<file path="src/rtl/iiitb_bc_pkg.sv">
// -----------------------------------------------------------------------------
// iiitb_bc_pkg
// Shared definitions for the iiitb_bc 4-bit up/down counter and its direction
// controller.
//   db_state_e : button debounce FSM states
//   BC_*       : counter width, terminal value and auto-reverse turn points
//   next_dir   : direction-update rule (press toggle plus auto-reverse)
// -----------------------------------------------------------------------------
package iiitb_bc_pkg;

  typedef enum logic [1:0] {
    IDLE       = 2'd0,
    DB_PRESS   = 2'd1,
    HELD       = 2'd2,
    DB_RELEASE = 2'd3
  } db_state_e;

  localparam int                 BC_WIDTH   = 4;
  localparam logic [BC_WIDTH-1:0] BC_MAX     = 4'hF;
  localparam logic [BC_WIDTH-1:0] BC_TURN_UP = 4'hE;
  localparam logic [BC_WIDTH-1:0] BC_TURN_DN = 4'h1;

  // The turn points are one short of the ends because the counter moves on
  // the same edge: turning while Count=14 makes the next Count 15, after
  // which the counter heads down. Auto-reverse overrides (and consumes) a
  // press landing on the same edge.
  function automatic logic next_dir(input logic                dir,
                                    input logic                press,
                                    input logic                auto_en,
                                    input logic [BC_WIDTH-1:0] cnt);
    logic nd;
    nd = press ? ~dir : dir;
    if (auto_en && dir && (cnt == BC_TURN_UP)) begin
      nd = 1'b0;
    end else if (auto_en && !dir && (cnt == BC_TURN_DN)) begin
      nd = 1'b1;
    end
    return nd;
  endfunction

endpackage

</file>
<file path="src/rtl/iiitb_bc_dir_ctrl_if.sv">
// -----------------------------------------------------------------------------
// iiitb_bc_dir_ctrl_if
// Signal bundle between the direction controller and its environment.
//   btn_raw     : asynchronous push-button, active-high, may bounce
//   auto_mode   : 1 = auto-reverse at the count ends
//   Count       : feedback from iiitb_bc.Count
//   UpOrDown    : direction to iiitb_bc (1 = up)
//   dir_changed : one-cycle pulse when UpOrDown takes a new value
// master = environment side, slave = controller side.
// -----------------------------------------------------------------------------
interface iiitb_bc_dir_ctrl_if;
  import iiitb_bc_pkg::*;

  logic                btn_raw;
  logic                auto_mode;
  logic [BC_WIDTH-1:0] Count;
  logic                UpOrDown;
  logic                dir_changed;

  modport master (
    output btn_raw,
    output auto_mode,
    output Count,
    input  UpOrDown,
    input  dir_changed
  );

  modport slave (
    input  btn_raw,
    input  auto_mode,
    input  Count,
    output UpOrDown,
    output dir_changed
  );

endinterface

</file>
<file path="src/rtl/iiitb_bc_debounce.sv">
// -----------------------------------------------------------------------------
// iiitb_bc_debounce
// Two-flop synchronizer followed by a press/release debounce FSM. press_evt
// is a single-cycle strobe asserted on the edge the FSM accepts a press
// (DB_PRESS -> HELD); holding the button never repeats it.
//   Clk       : clock, rising edge
//   reset     : synchronous, active-high
//   btn_raw   : asynchronous button input
//   press_evt : accepted-press strobe, combinational from the FSM so the
//               consumer registers it on the same edge the FSM moves to HELD
// Parameter DEBOUNCE_CYCLES (1..255): stable synchronized cycles required.
// -----------------------------------------------------------------------------
module iiitb_bc_debounce
  import iiitb_bc_pkg::*;
#(
  parameter int unsigned DEBOUNCE_CYCLES = 4
) (
  input  logic Clk,
  input  logic reset,
  input  logic btn_raw,
  output logic press_evt
);

  localparam logic [7:0] DB_LIMIT = 8'(DEBOUNCE_CYCLES);

  logic      sync1_q;
  logic      btn_s_q;
  db_state_e state_q, state_d;
  logic [7:0] cnt_q, cnt_d;

  always_ff @(posedge Clk) begin
    if (reset) begin
      sync1_q <= 1'b0;
      btn_s_q <= 1'b0;
      state_q <= IDLE;
      cnt_q   <= 8'd0;
    end else begin
      sync1_q <= btn_raw;
      btn_s_q <= sync1_q;
      state_q <= state_d;
      cnt_q   <= cnt_d;
    end
  end

  always_comb begin
    state_d   = state_q;
    cnt_d     = cnt_q;
    press_evt = 1'b0;
    case (state_q)
      IDLE: begin
        if (btn_s_q) begin
          state_d = DB_PRESS;
          cnt_d   = 8'd1;
        end
      end
      DB_PRESS: begin
        if (!btn_s_q) begin
          state_d = IDLE;
          cnt_d   = 8'd0;
        end else if (cnt_q == DB_LIMIT) begin
          state_d   = HELD;
          cnt_d     = 8'd0;
          press_evt = 1'b1;
        end else begin
          cnt_d = cnt_q + 8'd1;
        end
      end
      HELD: begin
        if (!btn_s_q) begin
          state_d = DB_RELEASE;
          cnt_d   = 8'd1;
        end
      end
      DB_RELEASE: begin
        // A glitch high while releasing returns to HELD without a new event.
        if (btn_s_q) begin
          state_d = HELD;
          cnt_d   = 8'd0;
        end else if (cnt_q == DB_LIMIT) begin
          state_d = IDLE;
          cnt_d   = 8'd0;
        end else begin
          cnt_d = cnt_q + 8'd1;
        end
      end
      default: begin
        state_d = IDLE;
        cnt_d   = 8'd0;
      end
    endcase
  end

endmodule

</file>
<file path="src/rtl/iiitb_bc_dir_ctrl.sv">
// -----------------------------------------------------------------------------
// iiitb_bc_dir_ctrl
// Generates iiitb_bc.UpOrDown. Each debounced press toggles the direction;
// with auto_mode set the direction also reverses at the count ends so the
// counter bounces 0..15..0 instead of wrapping.
//   Clk   : clock, rising edge
//   reset : synchronous, active-high (shared with iiitb_bc)
//   bus   : slave side of iiitb_bc_dir_ctrl_if
//           (btn_raw, auto_mode, Count in; UpOrDown, dir_changed out)
// Parameter DEBOUNCE_CYCLES (1..255): passed to the debouncer.
// -----------------------------------------------------------------------------
module iiitb_bc_dir_ctrl
  import iiitb_bc_pkg::*;
#(
  parameter int unsigned DEBOUNCE_CYCLES = 4
) (
  input  logic                Clk,
  input  logic                reset,
  iiitb_bc_dir_ctrl_if.slave  bus
);

  logic press_evt;
  logic dir_q, dir_d;
  logic chg_q, chg_d;

  iiitb_bc_debounce #(
    .DEBOUNCE_CYCLES (DEBOUNCE_CYCLES)
  ) u_debounce (
    .Clk       (Clk),
    .reset     (reset),
    .btn_raw   (bus.btn_raw),
    .press_evt (press_evt)
  );

  // Auto-reverse looks at the current Count, so the turn lands on the same
  // edge the counter reaches its end value.
  always_comb begin
    dir_d = next_dir(dir_q, press_evt, bus.auto_mode, bus.Count);
    chg_d = (dir_d != dir_q);
  end

  always_ff @(posedge Clk) begin
    if (reset) begin
      dir_q <= 1'b1;
      chg_q <= 1'b0;
    end else begin
      dir_q <= dir_d;
      chg_q <= chg_d;
    end
  end

  assign bus.UpOrDown    = dir_q;
  assign bus.dir_changed = chg_q;

endmodule

</file>
<file path="src/flat_wrapper.sv">
// flat-port wrapper written by rule: the top's interface ports become plain ports
module iiitb_bc_dir_ctrl_flat import iiitb_bc_pkg::*;
#(
  parameter int unsigned DEBOUNCE_CYCLES = 4
)
  (Clk, reset, bus_btn_raw, bus_auto_mode, bus_Count, bus_UpOrDown, bus_dir_changed);
  iiitb_bc_dir_ctrl_if bus_i ();
  input  logic Clk;
  input  logic reset;
  input wire logic [$bits(bus_i.btn_raw)-1:0] bus_btn_raw;
  input wire logic [$bits(bus_i.auto_mode)-1:0] bus_auto_mode;
  input wire logic [$bits(bus_i.Count)-1:0] bus_Count;
  output wire logic [$bits(bus_i.UpOrDown)-1:0] bus_UpOrDown;
  output wire logic [$bits(bus_i.dir_changed)-1:0] bus_dir_changed;
  assign bus_i.btn_raw = bus_btn_raw;
  assign bus_i.auto_mode = bus_auto_mode;
  assign bus_i.Count = bus_Count;
  assign bus_UpOrDown = bus_i.UpOrDown;
  assign bus_dir_changed = bus_i.dir_changed;
  iiitb_bc_dir_ctrl #(.DEBOUNCE_CYCLES(DEBOUNCE_CYCLES)) u_core (.Clk(Clk), .reset(reset), .bus(bus_i));
endmodule
</file>
<file path="config.mk">
export PLATFORM = sky130hd
export DESIGN_NAME = iiitb_bc_dir_ctrl_flat
export DESIGN_NICKNAME = d
export VERILOG_FILES = /design/src/rtl/iiitb_bc_pkg.sv /design/src/rtl/iiitb_bc_dir_ctrl_if.sv /design/src/rtl/iiitb_bc_debounce.sv /design/src/rtl/iiitb_bc_dir_ctrl.sv /design/src/flat_wrapper.sv
export SDC_FILE = /design/constraint.sdc
export NUM_CORES = 1
export LEC_CHECK = 0
export BUFFER_PORTS_ARGS = -buffer_cell sky130_fd_sc_hd__buf_2
export CORE_AREA = 2 2 39 41
export DETAILED_ROUTE_END_ITERATION = 12
export DIE_AREA = 0 0 41 43
export GPL_ROUTABILITY_DRIVEN = 0
export PLACE_DENSITY_LB_ADDON = 0.1
export SLEW_MARGIN = 20
export SYNTH_ARGS = -nofsm -noshare
export SYNTH_HDL_FRONTEND = slang
export SYNTH_SLANG_ARGS = --single-unit
</file>
<file path="constraint.sdc">
create_clock -name Clk -period 3.6 [get_ports Clk]
set_input_delay 0.54 -clock Clk [delete_from_list [all_inputs] [get_ports Clk]]
set_output_delay 0.54 -clock Clk [all_outputs]
set_load 0.01 [all_outputs]
</file>
**Word level (Yosys, flattened, before mapping)**

Index checks and enable logic that the tools add are counted.

- Register bits after elaboration: 14
- Latch bits: 0
- RAM bits: 0
- Bits in read-only memories: 0
- Output and inout bits: 2
- Memories: 0

- $add $sub $neg: 1
- Multipliers: 0
- Div/mod/pow operators: 0
- $lt $le $gt $ge: 0
- Equality and inequality tests: 11
- Shift operators: 0
- Muxes and demuxes: 19
- Bitwise logic cells: 1
- Reductions and logical operators: 8

Operator list:

| operator | number |
|---|---|
| $mux 8 | 5 |
| $pmux 8 s4 | 1 |
| $mux 2 | 6 |
| $add 8x1->8 const B | 1 |
| $eq 8x3->1 const B | 1 |
| $pmux 2 s4 | 1 |
| $mux 1 | 6 |
| $ne 3x3->1 const B | 2 |
| $eq 2x2->1 const B | 2 |
| $eq 4x1->1 const B | 1 |
| $eq 4x4->1 const B | 1 |
| $logic_and 1x1->1 | 4 |
| $ne 2x2->1 const B | 2 |
| $reduce_and 4->1 | 1 |
| $eq 2x1->1 const B | 1 |
| $logic_not 2->1 | 1 |
| $reduce_and 2->1 | 1 |
| $logic_not 1->1 | 1 |
| $ne 1x1->1 | 1 |
| $not 1->1 | 1 |

**Logic depth before layout (Yosys ltp)**

- Word-level depth: 8
- Gate-level depth with buffers: 6

**By module**

Synthesis repeated with hierarchy kept, for this count alone.

- Cell total of the unflattened synthesis: 73
- Area, all modules: 716.9 um^2

Modules (own cells, without submodules):

| module | instances | cells each | area each (um^2) |
|---|---|---|---|
| iiitb_bc_debounce | 1 | 61 | 596.8 |
| iiitb_bc_dir_ctrl | 1 | 12 | 120.1 |

**Worst setup path before layout**

No wires, ideal clock.

- Path type: register to register
- From: register u_core.u_debounce.cnt_q[0]
- To: register u_core.u_debounce.cnt_q[7]
- Data arrival time: 1.572 ns
- Required time: 3.468 ns
- Slack: 1.896 ns
- Stages on the path, launching flop included: 7
- Path buffers: 0
- Clock period less this slack: 1.704 ns
- Path through: dfxtp_1 inv_1 ha_1 or4b_1 o311a_2 or3b_1 a31oi_1

- Longest elaborated chain between the ends: 4
- Elaborated cells between the ends (all ways): 6
- Those cells by class: add/sub: 1; eq/ne: 1; mux: 4

RTL lines:

| element | line | RTL |
|---|---|---|
| start: declaration | iiitb_bc_debounce.sv:29 | `logic [7:0] cnt_q, cnt_d;` |
| start signal: assignment | iiitb_bc_debounce.sv:41 | `cnt_q <= cnt_d;` |
| $add 8x1->8 / $eq 8x3->1 (equally long branches) | -- |  |
| $mux 8 (*) | iiitb_bc_debounce.sv:60, iiitb_bc_debounce.sv:79 |  |
| $mux 8, on equally long branches | iiitb_bc_debounce.sv:76, iiitb_bc_debounce.sv:57 |  |
| $pmux 8 s4 (*) | iiitb_bc_debounce.sv:49 | `case (state_q)` |

Every way passes the cells marked *; elsewhere a longest branch is shown, timed or not.
A chain may end at the register's enable or synchronous reset.

**Final worst setup path**

- From: register u_core.u_debounce.cnt_q[0]
- To: register u_core.u_debounce.cnt_q[2]

Same word-level chain as after synthesis.

==> impl_metrics.tcl <==
set metrics [dict create \
    crit_chain "inv_1 -> ha_1 -> or4b_1 -> o311a_2 -> o21bai_4 -> nor2_1" \
    drive_gt1_share_pct 22.2 \
    setup-tns-final_ns 0 \
    min_period_ns 1.79 \
    ys_warn_count 0 \
    area_growth_pct 14.4 \
    cpMaxStageDelayCell "o311a_2" \
    crit_end "u_core.u_debounce.cnt_q[2]" \
    antenna_cells 0 \
    routedWlPerCell_um 12.3 \
    start_kind "flop" \
    crit_fanout 5 \
    synth-simple-area-share_pct 26.8 \
    synth-compound-area-share_pct 16.1 \
    muxShareOfSynthArea_pct 2.95 \
    end_kind "flop" \
    skew_ns 0.00615 \
    vias 562 \
    seq_area_um2 280 \
    grt_pass1_vias 481 \
    syn-cell-area_um2 678 \
    leakagePower_nw 0.300 \
    dp_hpwl_um 853 \
    switchingPower_w 0.0000630 \
    ys_seq_area_share_pct 41.3 \
    final_core_util_pct 56.1 \
    timing.rr.end "u_core.u_debounce.cnt_q[2]" \
    maxSlewHeadroom_pct 71.5 \
    highest_layer "met4" \
    r2r_cells 6 \
    grt_usage_pct 17.4 \
    synth_xor_area_share_pct 7.56 \
    multi_input_area_um2 387 \
    slew_violations 0 \
    synth_top_family_by_area "simple AND/OR/NAND/NOR gates" \
    cp.arrival_ns 1.97 \
    syn-instance-count 69 \
    path_delay_family "compound AO/OA/AOI/OAI gates" \
    r2r_start "u_core.u_debounce.cnt_q[0]" \
    status "finished clean" \
    power_frac_clock_pct 39.2 \
    port_buffers 9 \
    nFillCells 132 \
    postCtsSetupRepairBufs 0 \
    r2r_setup_slack_ns 1.81 \
    synthAdderAreaFrac_pct 3.69 \
    holdPathStages 1 \
    die_area_mm2 0.00176 \
    synth_nets 79 \
    wl_met1_um 534 \
    cellPowerDensity_mw_per_mm2 374 \
    antenna_found_initial 0 \
    worst_pin_slew_ns 0.421 \
    drc 0 \
    fin_total_pwr_w 0.000290 \
    cts.sinks 14 \
    avgViaCountPerCell 5.79 \
    dr.pass1.iters 4 \
    cts_hold_buf 0 \
    grt_setup_unrepaired "no" \
    power_frac_comb_pct 5.8 \
    crit_buf_inv 1 \
    placed_area_um2 739 \
    io_pins 10 \
    drt_iter0_drc 6 \
    worst-path-stages 6 \
    drv_cap 0 \
    clockBufferDepth 2 \
    ir_drop_v 0.000354 \
    cts_tree "built" \
    rows 14 \
    cts_buffers 3 \
    clk_latency_ns 0.28 \
    clk_pin_slew_ns 0.08 \
    hold_class "flop to flop" \
    routed_wl_um 1200 \
    start_util_pct 49.0 \
    die_w_um 41 \
    fin_nets 92 \
    die_height_um 43 \
    p_sw_share_pct 21.7 \
    crit_required_ns 3.77 \
    p_int_w 0.000227 \
    worst-setup-path-type "flop to flop" \
    worstSetupStartpoint "u_core.u_debounce.cnt_q[0]" \
    synth_cell_types 33 \
    syn-mean-instance-area_um2 9.83 \
    grt_max_degree 11 \
    hold_viol_final 0 \
    grt_overflow 0 \
    ant_nets 0 \
    dr_wl_met3_um 65 \
    cts_resized 0 \
    core_region_area_mm2 0.00138 \
    wl_met2_um 581 \
    seqPwrFrac_pct 55.0 \
    fin_area_um2 776 \
    finalSetupViolCount 0 \
    slowest_delay_ns 0.44 \
    min_period_over_period_pct 49.9 \
    htree_levels 1 \
    timing.fmax_mhz 557 \
    grt_pass1_wl_um 2080 \
    ys_ff_latch 14 \
    cts_root_buf "clkbuf_4" \
]
worst min-delay path by stage:
stage,startpoint,endpoint
6_report,u_core.u_debounce.sync1_q,u_core.u_debounce.btn_s_q
5_1_grt,bus_btn_raw,u_core.u_debounce.sync1_q
4_1_cts,u_core.u_debounce.sync1_q,u_core.u_debounce.btn_s_q
3_5_place_dp,u_core.u_debounce.sync1_q,u_core.u_debounce.btn_s_q
3_3_place_gp,u_core.u_debounce.sync1_q,u_core.u_debounce.btn_s_q
2_1_floorplan,u_core.u_debounce.sync1_q,u_core.u_debounce.btn_s_q
cell usage after synthesis:
| cell | number | share of area [%] |
|---|---|---|
| clkbuf_1 | 1 | 0.55 |
| nand4b_1 | 1 | 1.3 |
| and2_1 | 1 | 0.92 |
| a31oi_1 | 2 | 1.8 |
| and4b_1 | 1 | 1.5 |
| or3b_1 | 1 | 1.3 |
| and3_1 | 1 | 0.92 |
| a22oi_1 | 1 | 1.1 |
| inv_1 | 2 | 1.1 |
| or4b_1 | 1 | 1.5 |
| a2111oi_0 | 1 | 1.3 |
| o21bai_4 | 1 | 2.8 |
| nor4b_1 | 2 | 2.6 |
| mux2i_1 | 2 | 3.0 |
| nor2_1 | 8 | 4.4 |
| xor2_1 | 4 | 5.2 |
| nor2b_1 | 2 | 1.8 |
| and3_2 | 1 | 1.1 |
| xor2_2 | 1 | 2.4 |
| nand3_1 | 4 | 3.0 |
| o21ai_0 | 3 | 2.2 |
| or3_1 | 1 | 0.92 |
| nand3b_1 | 1 | 1.1 |
| or2b_2 | 1 | 1.3 |
| ha_1 | 2 | 3.7 |
| o311a_2 | 1 | 1.7 |
| dfxtp_1 | 14 | 41 |
| nand2_1 | 1 | 0.55 |
| nor3b_1 | 1 | 1.1 |
| nor4bb_1 | 1 | 1.5 |
| a21oi_1 | 2 | 1.5 |
| o2111ai_1 | 2 | 2.6 |
| a21o_1 | 1 | 1.1 |
state kept, by name (all words and copies together), names as in the netlist, named ones only:
signal / count
u_core.u_debounce.btn_s_q: 1
u_core.u_debounce.state_q: 1
u_core.u_debounce.sync1_q: 1
u_core.bus.UpOrDown: 1
u_core.u_debounce.cnt_q: 8
u_core.bus.dir_changed: 1
cell families after synthesis:
family                   after synthesis
AO/OA/AOI/OAI                         14
adder cells (fa/ha/maj)                2
XOR/XNOR                               5
multiplexers                           2
flip-flops                            14
buffers and inverters                  3
AND/OR/NAND/NOR                       29
power groups by stage:
| stage | Sequential, W | Combinational, W | Clock (W) |
|---|---|---|---|
| final | 0.000159 | 0.0000168 | 0.000114 |
| after detailed placement | 0.000163 | 0.0000170 | 0 |
| after CTS | 0.000159 | 0.0000170 | 0.000117 |
| after global placement | 0.000163 | 0.0000166 | 0 |
| after floorplan | 0.000163 | 0.0000104 | 0 |
| after global routing | 0.000160 | 0.0000191 | 0.000127 |
per-stage QoR:
stage               cells  setup WS (ns)  hold slack [ns]
floorplan              69           1.90            0.414
global placement       93           1.84            0.418
detailed placement     93           1.82            0.426
CTS                    97           1.80            0.453
global route           97           1.70            0.456
finish                 97           1.81            0.445
cell usage in the layout, fill, tap and decap left out:
cell type  instances
or2b_2             1
nand3b_1           1
o21ai_0            3
ha_1               2
a21o_1             1
clkbuf_4           3
clkbuf_8           1
xor2_2             1
o311a_2            1
o21bai_4           1
buf_2              9
xor2_1             4
nand2_1            1
a21oi_1            2
nor2_1             8
nor3b_1            1
nor4bb_1           1
a2111oi_0          1
mux2i_1            2
nor4b_1            2
a31oi_1            2
o2111ai_1          2
and3_1             1
and2_1             1
inv_1              2
dfxtp_1           14
a22oi_1            1
or4b_1             1
and4b_1            1
nor2b_1            2
and3_2             1
nand3_1            4
nand4b_1           1
or3b_1             1
or3_1              1
metal layers:
layer | global-route usage [%] | up-vias
met4 | 6.00 | 0
li1 | - | 278
met2 | 25.9 | 15
met5 | 0 | -
met3 | 7.85 | 2
met1 | 21.5 | 267
layout make-up:
class	instances	share of cell area (%)
Tap cell	16	2.58
Sequential cell	14	36.1
Clock buffer	4	4.68
Timing Repair Buffer	9	5.81
Multi-Input combinational cell	52	49.8
Inverter	2	0.968
(Power assumes the default switching activity.)
